**src/rtl/instruction_controller.sv**
```systemverilog
// Moore-style instruction controller: captures a 16-bit instruction, decodes it and
// sequences the register-file / ALU datapath controls one state per clock.
module instruction_controller (
    input  logic        clk,
    input  logic        reset,
    input  logic [15:0] in,
    input  logic        load,
    input  logic        s,
    output logic        w,
    output logic [15:0] datapath_in,
    output logic        vsel,
    output logic        write,
    output logic        loada,
    output logic        loadb,
    output logic        asel,
    output logic        bsel,
    output logic        loadc,
    output logic        loads,
    output logic [2:0]  readnum,
    output logic [2:0]  writenum,
    output logic [1:0]  shift,
    output logic [1:0]  ALUop
);

    typedef enum logic [2:0] {
        ST_WAIT      = 3'd0,
        ST_DECODE    = 3'd1,
        ST_WRITE_IMM = 3'd2,
        ST_GET_A     = 3'd3,
        ST_GET_B     = 3'd4,
        ST_ALU       = 3'd5,
        ST_WRITE_REG = 3'd6
    } state_t;

    typedef enum logic [2:0] {
        INS_MOV_IMM = 3'd0,
        INS_MOV_REG = 3'd1,
        INS_ADD     = 3'd2,
        INS_CMP     = 3'd3,
        INS_AND     = 3'd4,
        INS_MVN     = 3'd5,
        INS_UNDEF   = 3'd6
    } instr_t;

    typedef struct packed {
        logic        w;
        logic [15:0] datapath_in;
        logic        vsel;
        logic        write;
        logic        loada;
        logic        loadb;
        logic        asel;
        logic        bsel;
        logic        loadc;
        logic        loads;
        logic [2:0]  readnum;
        logic [2:0]  writenum;
        logic [1:0]  shift;
        logic [1:0]  alu_op;
    } ctrl_t;

    function automatic instr_t classify(input logic [15:0] ir);
        instr_t kind;
        case ({ir[15:13], ir[12:11]})
            5'b110_10: kind = INS_MOV_IMM;
            5'b110_00: kind = INS_MOV_REG;
            5'b101_00: kind = INS_ADD;
            5'b101_01: kind = INS_CMP;
            5'b101_10: kind = INS_AND;
            5'b101_11: kind = INS_MVN;
            default:   kind = INS_UNDEF;
        endcase
        return kind;
    endfunction

    // Control word is a pure function of (state, IR); registering it on the
    // next-state values keeps the outputs glitch-free without adding latency.
    function automatic ctrl_t ctrl_for(input state_t st, input logic [15:0] ir);
        ctrl_t  c;
        instr_t kind;
        kind          = classify(ir);
        c             = '0;
        c.datapath_in = {{8{ir[7]}}, ir[7:0]};
        case (st)
            ST_WAIT:      c.w = 1'b1;
            ST_DECODE:    c.w = 1'b0;
            ST_WRITE_IMM: begin
                c.vsel     = 1'b1;
                c.write    = 1'b1;
                c.writenum = ir[10:8];
            end
            ST_GET_A: begin
                c.readnum = ir[10:8];
                c.loada   = 1'b1;
            end
            ST_GET_B: begin
                c.readnum = ir[2:0];
                c.loadb   = 1'b1;
            end
            ST_ALU: begin
                c.shift = ir[4:3];
                c.bsel  = 1'b0;
                if (kind == INS_MOV_REG) begin
                    c.asel   = 1'b1;
                    c.alu_op = 2'b00;
                end else if (kind == INS_MVN) begin
                    c.asel   = 1'b1;
                    c.alu_op = 2'b11;
                end else begin
                    c.asel   = 1'b0;
                    c.alu_op = ir[12:11];
                end
                if (kind == INS_CMP) begin
                    c.loads = 1'b1;
                end else begin
                    c.loadc = 1'b1;
                end
            end
            ST_WRITE_REG: begin
                c.vsel     = 1'b0;
                c.write    = 1'b1;
                c.writenum = ir[7:5];
            end
            default:      c.w = 1'b0;
        endcase
        return c;
    endfunction

    state_t      state_r;
    state_t      state_next_s;
    logic [15:0] ir_r;
    logic [15:0] ir_next_s;
    instr_t      kind_s;
    ctrl_t       ctrl_r;

    assign kind_s = classify(ir_r);

    // Next-state and IR capture logic
    always_comb begin
        state_next_s = state_r;
        ir_next_s    = ir_r;
        case (state_r)
            ST_WAIT: begin
                if (load) begin
                    ir_next_s = in;
                end else begin
                    ir_next_s = ir_r;
                end
                if (s) begin
                    state_next_s = ST_DECODE;
                end else begin
                    state_next_s = ST_WAIT;
                end
            end
            ST_DECODE: begin
                case (kind_s)
                    INS_MOV_IMM:              state_next_s = ST_WRITE_IMM;
                    INS_MOV_REG, INS_MVN:     state_next_s = ST_GET_B;
                    INS_ADD, INS_CMP, INS_AND: state_next_s = ST_GET_A;
                    default:                  state_next_s = ST_WAIT;
                endcase
            end
            ST_WRITE_IMM: state_next_s = ST_WAIT;
            ST_GET_A:     state_next_s = ST_GET_B;
            ST_GET_B:     state_next_s = ST_ALU;
            ST_ALU: begin
                if (kind_s == INS_CMP) begin
                    state_next_s = ST_WAIT;
                end else begin
                    state_next_s = ST_WRITE_REG;
                end
            end
            ST_WRITE_REG: state_next_s = ST_WAIT;
            default:      state_next_s = ST_WAIT;
        endcase
    end

    // State, IR and registered control word
    always_ff @(posedge clk) begin
        if (reset) begin
            state_r <= ST_WAIT;
            ir_r    <= 16'h0000;
            ctrl_r  <= ctrl_for(ST_WAIT, 16'h0000);
        end else begin
            state_r <= state_next_s;
            ir_r    <= ir_next_s;
            ctrl_r  <= ctrl_for(state_next_s, ir_next_s);
        end
    end

    assign w           = ctrl_r.w;
    assign datapath_in = ctrl_r.datapath_in;
    assign vsel        = ctrl_r.vsel;
    assign write       = ctrl_r.write;
    assign loada       = ctrl_r.loada;
    assign loadb       = ctrl_r.loadb;
    assign asel        = ctrl_r.asel;
    assign bsel        = ctrl_r.bsel;
    assign loadc       = ctrl_r.loadc;
    assign loads       = ctrl_r.loads;
    assign readnum     = ctrl_r.readnum;
    assign writenum    = ctrl_r.writenum;
    assign shift       = ctrl_r.shift;
    assign ALUop       = ctrl_r.alu_op;

endmodule
```
**config.mk**
```make
export PLATFORM = sky130hd
export DESIGN_NAME = instruction_controller
export DESIGN_NICKNAME = d
export VERILOG_FILES = /design/src/rtl/instruction_controller.sv
export SDC_FILE = /design/constraint.sdc
export NUM_CORES = 1
export LEC_CHECK = 0
export CORE_MARGIN = 2
export CORE_UTILIZATION = 44
export DETAILED_ROUTE_END_ITERATION = 8
export GPL_ROUTABILITY_DRIVEN = 0
export PLACE_DENSITY_LB_ADDON = 0.1
export RECOVER_POWER = 50
export SLEW_MARGIN = 5
export SYNTH_ARGS = -nofsm -noshare
export SYNTH_HDL_FRONTEND = slang
export SYNTH_SLANG_ARGS = --single-unit
```
**constraint.sdc**
```tcl
create_clock -name clk -period 2.4 [get_ports clk]
set_input_delay 0.24 -clock clk [delete_from_list [all_inputs] [get_ports clk]]
set_output_delay 0.24 -clock clk [all_outputs]
set_load 0.01 [all_outputs]
```
---- Word level (Yosys, flattened, before mapping) ----
Cells that the tools add are included.
word-level totals
  bits in registers ....................... 46
  output and inout bits ................... 35
cells by class
  eq/ne operators ......................... 29
  multiplexer cells ....................... 20
  bitwise logic cells ..................... 1
  reduce and logical (&&, ||, !) cells .... 7
operators with widths
  cell                                                              count
  5-bit == test (second input constant)                             12
  3-bit one-hot mux with 6 select lines                             2
  16-bit 2-to-1 mux                                                 2
  3-bit == test (second input constant)                             8
  3-bit by 2-bit == test with 1-bit output (second input constant)  6
  3-bit one-hot mux with 5 select lines                             1
  3-bit one-hot mux with 2 select lines                             2
  3-bit by 1-bit == test with 1-bit output (second input constant)  3
  3-bit logical NOT                                                 3
  3-bit one-hot mux with 3 select lines                             1
  1-bit 2-to-1 mux                                                  8
  3-bit 2-to-1 mux                                                  2
  3-bit OR reduction                                                2
  2-bit one-hot mux with 2 select lines                             1
  2-bit OR reduction                                                2
  2-bit 2-to-1 mux                                                  1
  1-bit inverter                                                    1

---- Logic depth before layout (Yosys ltp) ----
  depth in word-level cells ............... 9
  depth in mapped cells ................... 6
  depth with buffers taken out ............ 5

---- Least setup slack after synthesis ----
No wires, ideal clock.
  kind .................................... reg-to-reg
  start ................................... reg ir_r[11]
  end ..................................... reg ctrl_r, in the netlist asel
  library setup time ...................... 0.074 ns
  data arrival time ....................... 1.640 ns
  data required time ...................... 2.326 ns
  path slack .............................. 0.686 ns
  cell stages (with the launch flop) ...... 7
  path buffers ............................ 1
  cell sequence ........................... dfxtp_1 -> or4b_1 -> a21oi_2 -> nor3_2 -> or3_1 -> buf_2 -> a31oi_1
between the ends
  longest elaborated chain between the ends .. 9
RTL lines
  element                                                                 line      source
  start, declared                                                         131       logic [15:0] ir_r;
  start signal, assigned                                                  186       ir_r <= ir_next_s;
  5-bit == test                                                           64        case ({ir[15:13], ir[12:11]})
  3-bit one-hot mux with 6 select lines                                   64
  3-bit by 2-bit == test with 1-bit output, or another cell as far along  156, 167
  3-bit OR reduction or 2-bit OR reduction (tied branches)                156       case (kind_s)
  3-bit one-hot mux with 3 select lines                                   156
  3-bit one-hot mux with 5 select lines                                   142       case (state_r)
  3-bit == test                                                           84        case (st)
  1-bit inverter (no source line)                                         --
  2-bit OR reduction (no source line)                                     --
  end signal, assigned                                                    183       ctrl_r <= ctrl_for(ST_WAIT, 16'h0000);
  end signal, assigned                                                    187       ctrl_r <= ctrl_for(state_next_s, ir_next_s);
  end, declared                                                           134       ctrl_t ctrl_r;
Parallel ways exist; a longest one is shown, timed or not. The select of a mux whose other input is x is not followed.
A chain may end at the register's enable or synchronous reset.

---- Final worst setup path ----
Same ends and word-level chain as after synthesis.

==> results.yml <==
clocking:
  post_cts_resized: 0
  holdBufCountCts: 0
  cts_tree: "yes"
  cts_root_buf: "clkbuf_4"
  cts_sinks: 37
  clk_pin_slew_ns: 0.10
  cts_buffer_depth: 2
  cts.htree.levels: 2
  cts_made_buffers: 5
  clkLatencyLatePin_ns: 0.33
  post-cts-setup-buffers: 0
critical_path:
  arrival_ns: 2.21
  r2r-end: "asel$_SDFF_PP0_"
  worstSetupEndpointType: "flip-flop"
  crit_required_ns: 2.66
  rr_startpoint: "ir_r[11]$_SDFF_PP0_"
  critical_path_class: "flip-flop to flip-flop"
  start_kind: "flip-flop"
  crit_path_max_fanout: 6
  critPathTopFamily: "simple AND/OR/NAND/NOR gates"
  critical_path_buf_inv_count: 0
  max_stage_delay_ns: 0.52
  r2r_cells: 5
  path_cells: "or4b_1, a21oi_1, nor3_2, or3_1, a31oi_1"
  r2r_slack_ns: 0.45
  slowest_stage: "or4b_1"
synthesis:
  synth_top_cell_by_area: "dfxtp_1"
  synth_edf_count: 0
  synth-async-reset-ratio_pct: 0
  synthFlopType: "dfxtp_1"
  synth-seq-cells: 37
  syn_inst: 163
  synth_cell_type_count: 44
  synth_top_area_share_pct: 47.70
  yosysSeqAreaShare_pct: 47.70
  synth_warnings: 0
  syn_area_sq_mm: 0.001553
  synthesis.nets: 183
  synthTopCellsByArea: "dfxtp_1 (48%), buf_4 (8.2%), mux2i_1 (7.7%), nor2_1 (5.8%), nand2_1 (3.4%)"
  avgSynthCellArea_sq_um: 9.526
timing:
  finalSetupViolCount: 0
  timing.fmax_ghz: 0.5125
  fin_crit_sh_pct: 81.30
  min_period_ns: 1.951
  setup_tns_ns: 0
  clock_skew_ns: 0.002516
  rsz0062_at_grt: "no"
  postLayoutSetupSlackWorst_ns: 0.4487
  hold_viol: 0
  slew_violations: 0
route:
  routed_wl_um: 3451
  route.detailed.drc: 0
  antenna_left: 0
  routedWlPerCell_um: 13.80
  vias_per_cell: 5.044
  drtIter0Drc: 34
  first_pass_iters: 4
  num_vias: 1261
pwr:
  powerDensity_mw_per_mm2: 553.0
  p_comb_share_pct: 14.3
  pwr-share-seq_pct: 57.3
  switching_share_pct: 24.12
  p_int_uw: 861.1
  clkPwrFrac_pct: 28.4
  irDropWorstVdd_uv: 287.3
  power.static_leakage_uw: 0.0008581
  p_switching_uw: 273.7
layout:
  final_common_cell: "dfxtp_1"
  final_cell_mix: "dfxtp_1 (37), clkdlybuf4s50_1 (28), dlygate4sd3_1 (25)"
  drive_above_1_share_pct: 8.824
  diodes: 0
  nFillCells: 317
  syn_to_final_growth_pct: 32.15
  ff_latch_area_sq_um: 740.7
  fin_nets: 224
  multi_input_area_sq_um: 630.6
hold_path:
  holdPathStages: 2
  min_path_type: "flip-flop to flip-flop"
  hp-start: "ir_r[13]$_SDFF_PP0_"
  hold_path_end: "ir_r[13]$_SDFF_PP0_"
floorplan:
  die_w_um: 63.41
  die-area_sq_mm: 0.004020
  die_h_um: 63.41
  core_sq_mm: 0.003363
  core.rowCount: 21
  boundaryPins: 55
  initial_core_util_pct: 46.17
status:
  outcome: "finished, final reports clean"
global_routing:
  grt-ovfl-total: 0
  grt_max_degree: 23
  grt_pass1_wl_um: 5457
  grt_util_all_layers_pct: 17.63
  grt_pass1_vias: 1178
  antenna_found_initial: 0
run:
  cap_violations: 0
placed_design:
  pre_cts_ws_ns: 0.4008
  port_buffers: 53
  hpwl_um: 2648
-- cell type report --
type                            count  area share (%)
Multi-Input combinational cell    100           30.73
Inverter                            4          0.7317
Tap cell                           46           2.805
Timing Repair Buffer               56           26.95
Sequential cell                    37           36.10
Clock buffer                        7           2.683
-- cells in the mapped netlist, types with 2 or more instances --
master / number
inv_1: 4
buf_4: 17
nand2_1: 14
nor4b_1: 2
nand3b_1: 2
a41oi_1: 3
buf_2: 2
dfxtp_1: 37
and2_1: 4
mux2i_1: 12
or2_2: 2
a21oi_1: 4
o22ai_1: 3
nor2_1: 24
o21ai_0: 4
-- worst min-delay path, cell delays in order, from the launching register on --
cell     delay, ns
dfxtp_1       0.36
nand2_1       0.07
a21oi_1       0.06
-- kinds of logic (layout without fill, tap and decap cells) --
kind of cell / Yosys count / in the layout / share of synthesized area [%]
simple gates: 67 / 67 / 24.58
buf+inv: 26 / 67 / 11.04
compound gates: 20 / 20 / 8.704
mux: 12 / 12 / 7.736
other cells: 1 / 1 / 0.2415
flops: 37 / 37 / 47.70
-- power groups by stage --
| stage | sequential, uW | combinational [uW] | clock (uW) |
|---|---|---|---|
| after floorplan | 661 | 103 | 0 |
| after global placement | 664 | 164 | 0 |
| after detailed placement | 666 | 166 | 0 |
| after CTS | 652 | 167 | 337 |
| after global routing | 654 | 173 | 362 |
| final | 650 | 162 | 322 |
-- sequential cells by signal, indices dropped and copies added (netlist names) --
register	flops
w	1
asel	1
vsel	1
loadb	1
write	1
state_r	3
loada	1
writenum	3
ALUop	2
shift	2
ir_r	16
loadc	1
readnum	3
loads	1
-- metrics by stage --
| stage | util (%) | std cells | area [sq um] | total power (uW) | hold WS (ns) |
|---|---|---|---|---|---|
| 2_1_floorplan | - | 163 | 1553 | 764.1 | 0.3190 |
| 3_3_place_gp | 59.93 | 243 | 2016 | 827.7 | 0.4869 |
| 3_5_place_dp | 59.93 | 243 | 2016 | 832.3 | 0.5082 |
| 4_1_cts | 61.57 | 250 | 2071 | 1155 | 0.5204 |
| 5_1_grt | 61.01 | 250 | 2052 | 1189 | 0.5447 |
| 6_report | 61.01 | 250 | 2052 | 1135 | 0.5255 |
-- how the worst max path moves through the flow --
stage / from / end / slack (ns) / cells past startpoint
5_1_grt: ir_r[11]$_SDFF_PP0_ / asel$_SDFF_PP0_ / 0.27 / 5
3_5_place_dp: load / asel$_SDFF_PP0_ / 0.40 / 7
2_1_floorplan: ir_r[11]$_SDFF_PP0_ / asel$_SDFF_PP0_ / 0.69 / 6
4_1_cts: ir_r[11]$_SDFF_PP0_ / asel$_SDFF_PP0_ / 0.50 / 5
6_report: ir_r[11]$_SDFF_PP0_ / asel$_SDFF_PP0_ / 0.45 / 5
3_3_place_gp: load / writenum[1]$_SDFF_PP0_ / 0.50 / 6
-- routing by layer --
metal  global-route usage, %  wire, um  vias to the layer above
met1                   21.26      1490                      582
li1                        -         -                      622
met3                   5.357       246                        4
met2                   28.95      1684                       53
met4                   7.609        28                        0
met5                       0         0                        -
Power figures use the tool's default switching activity.
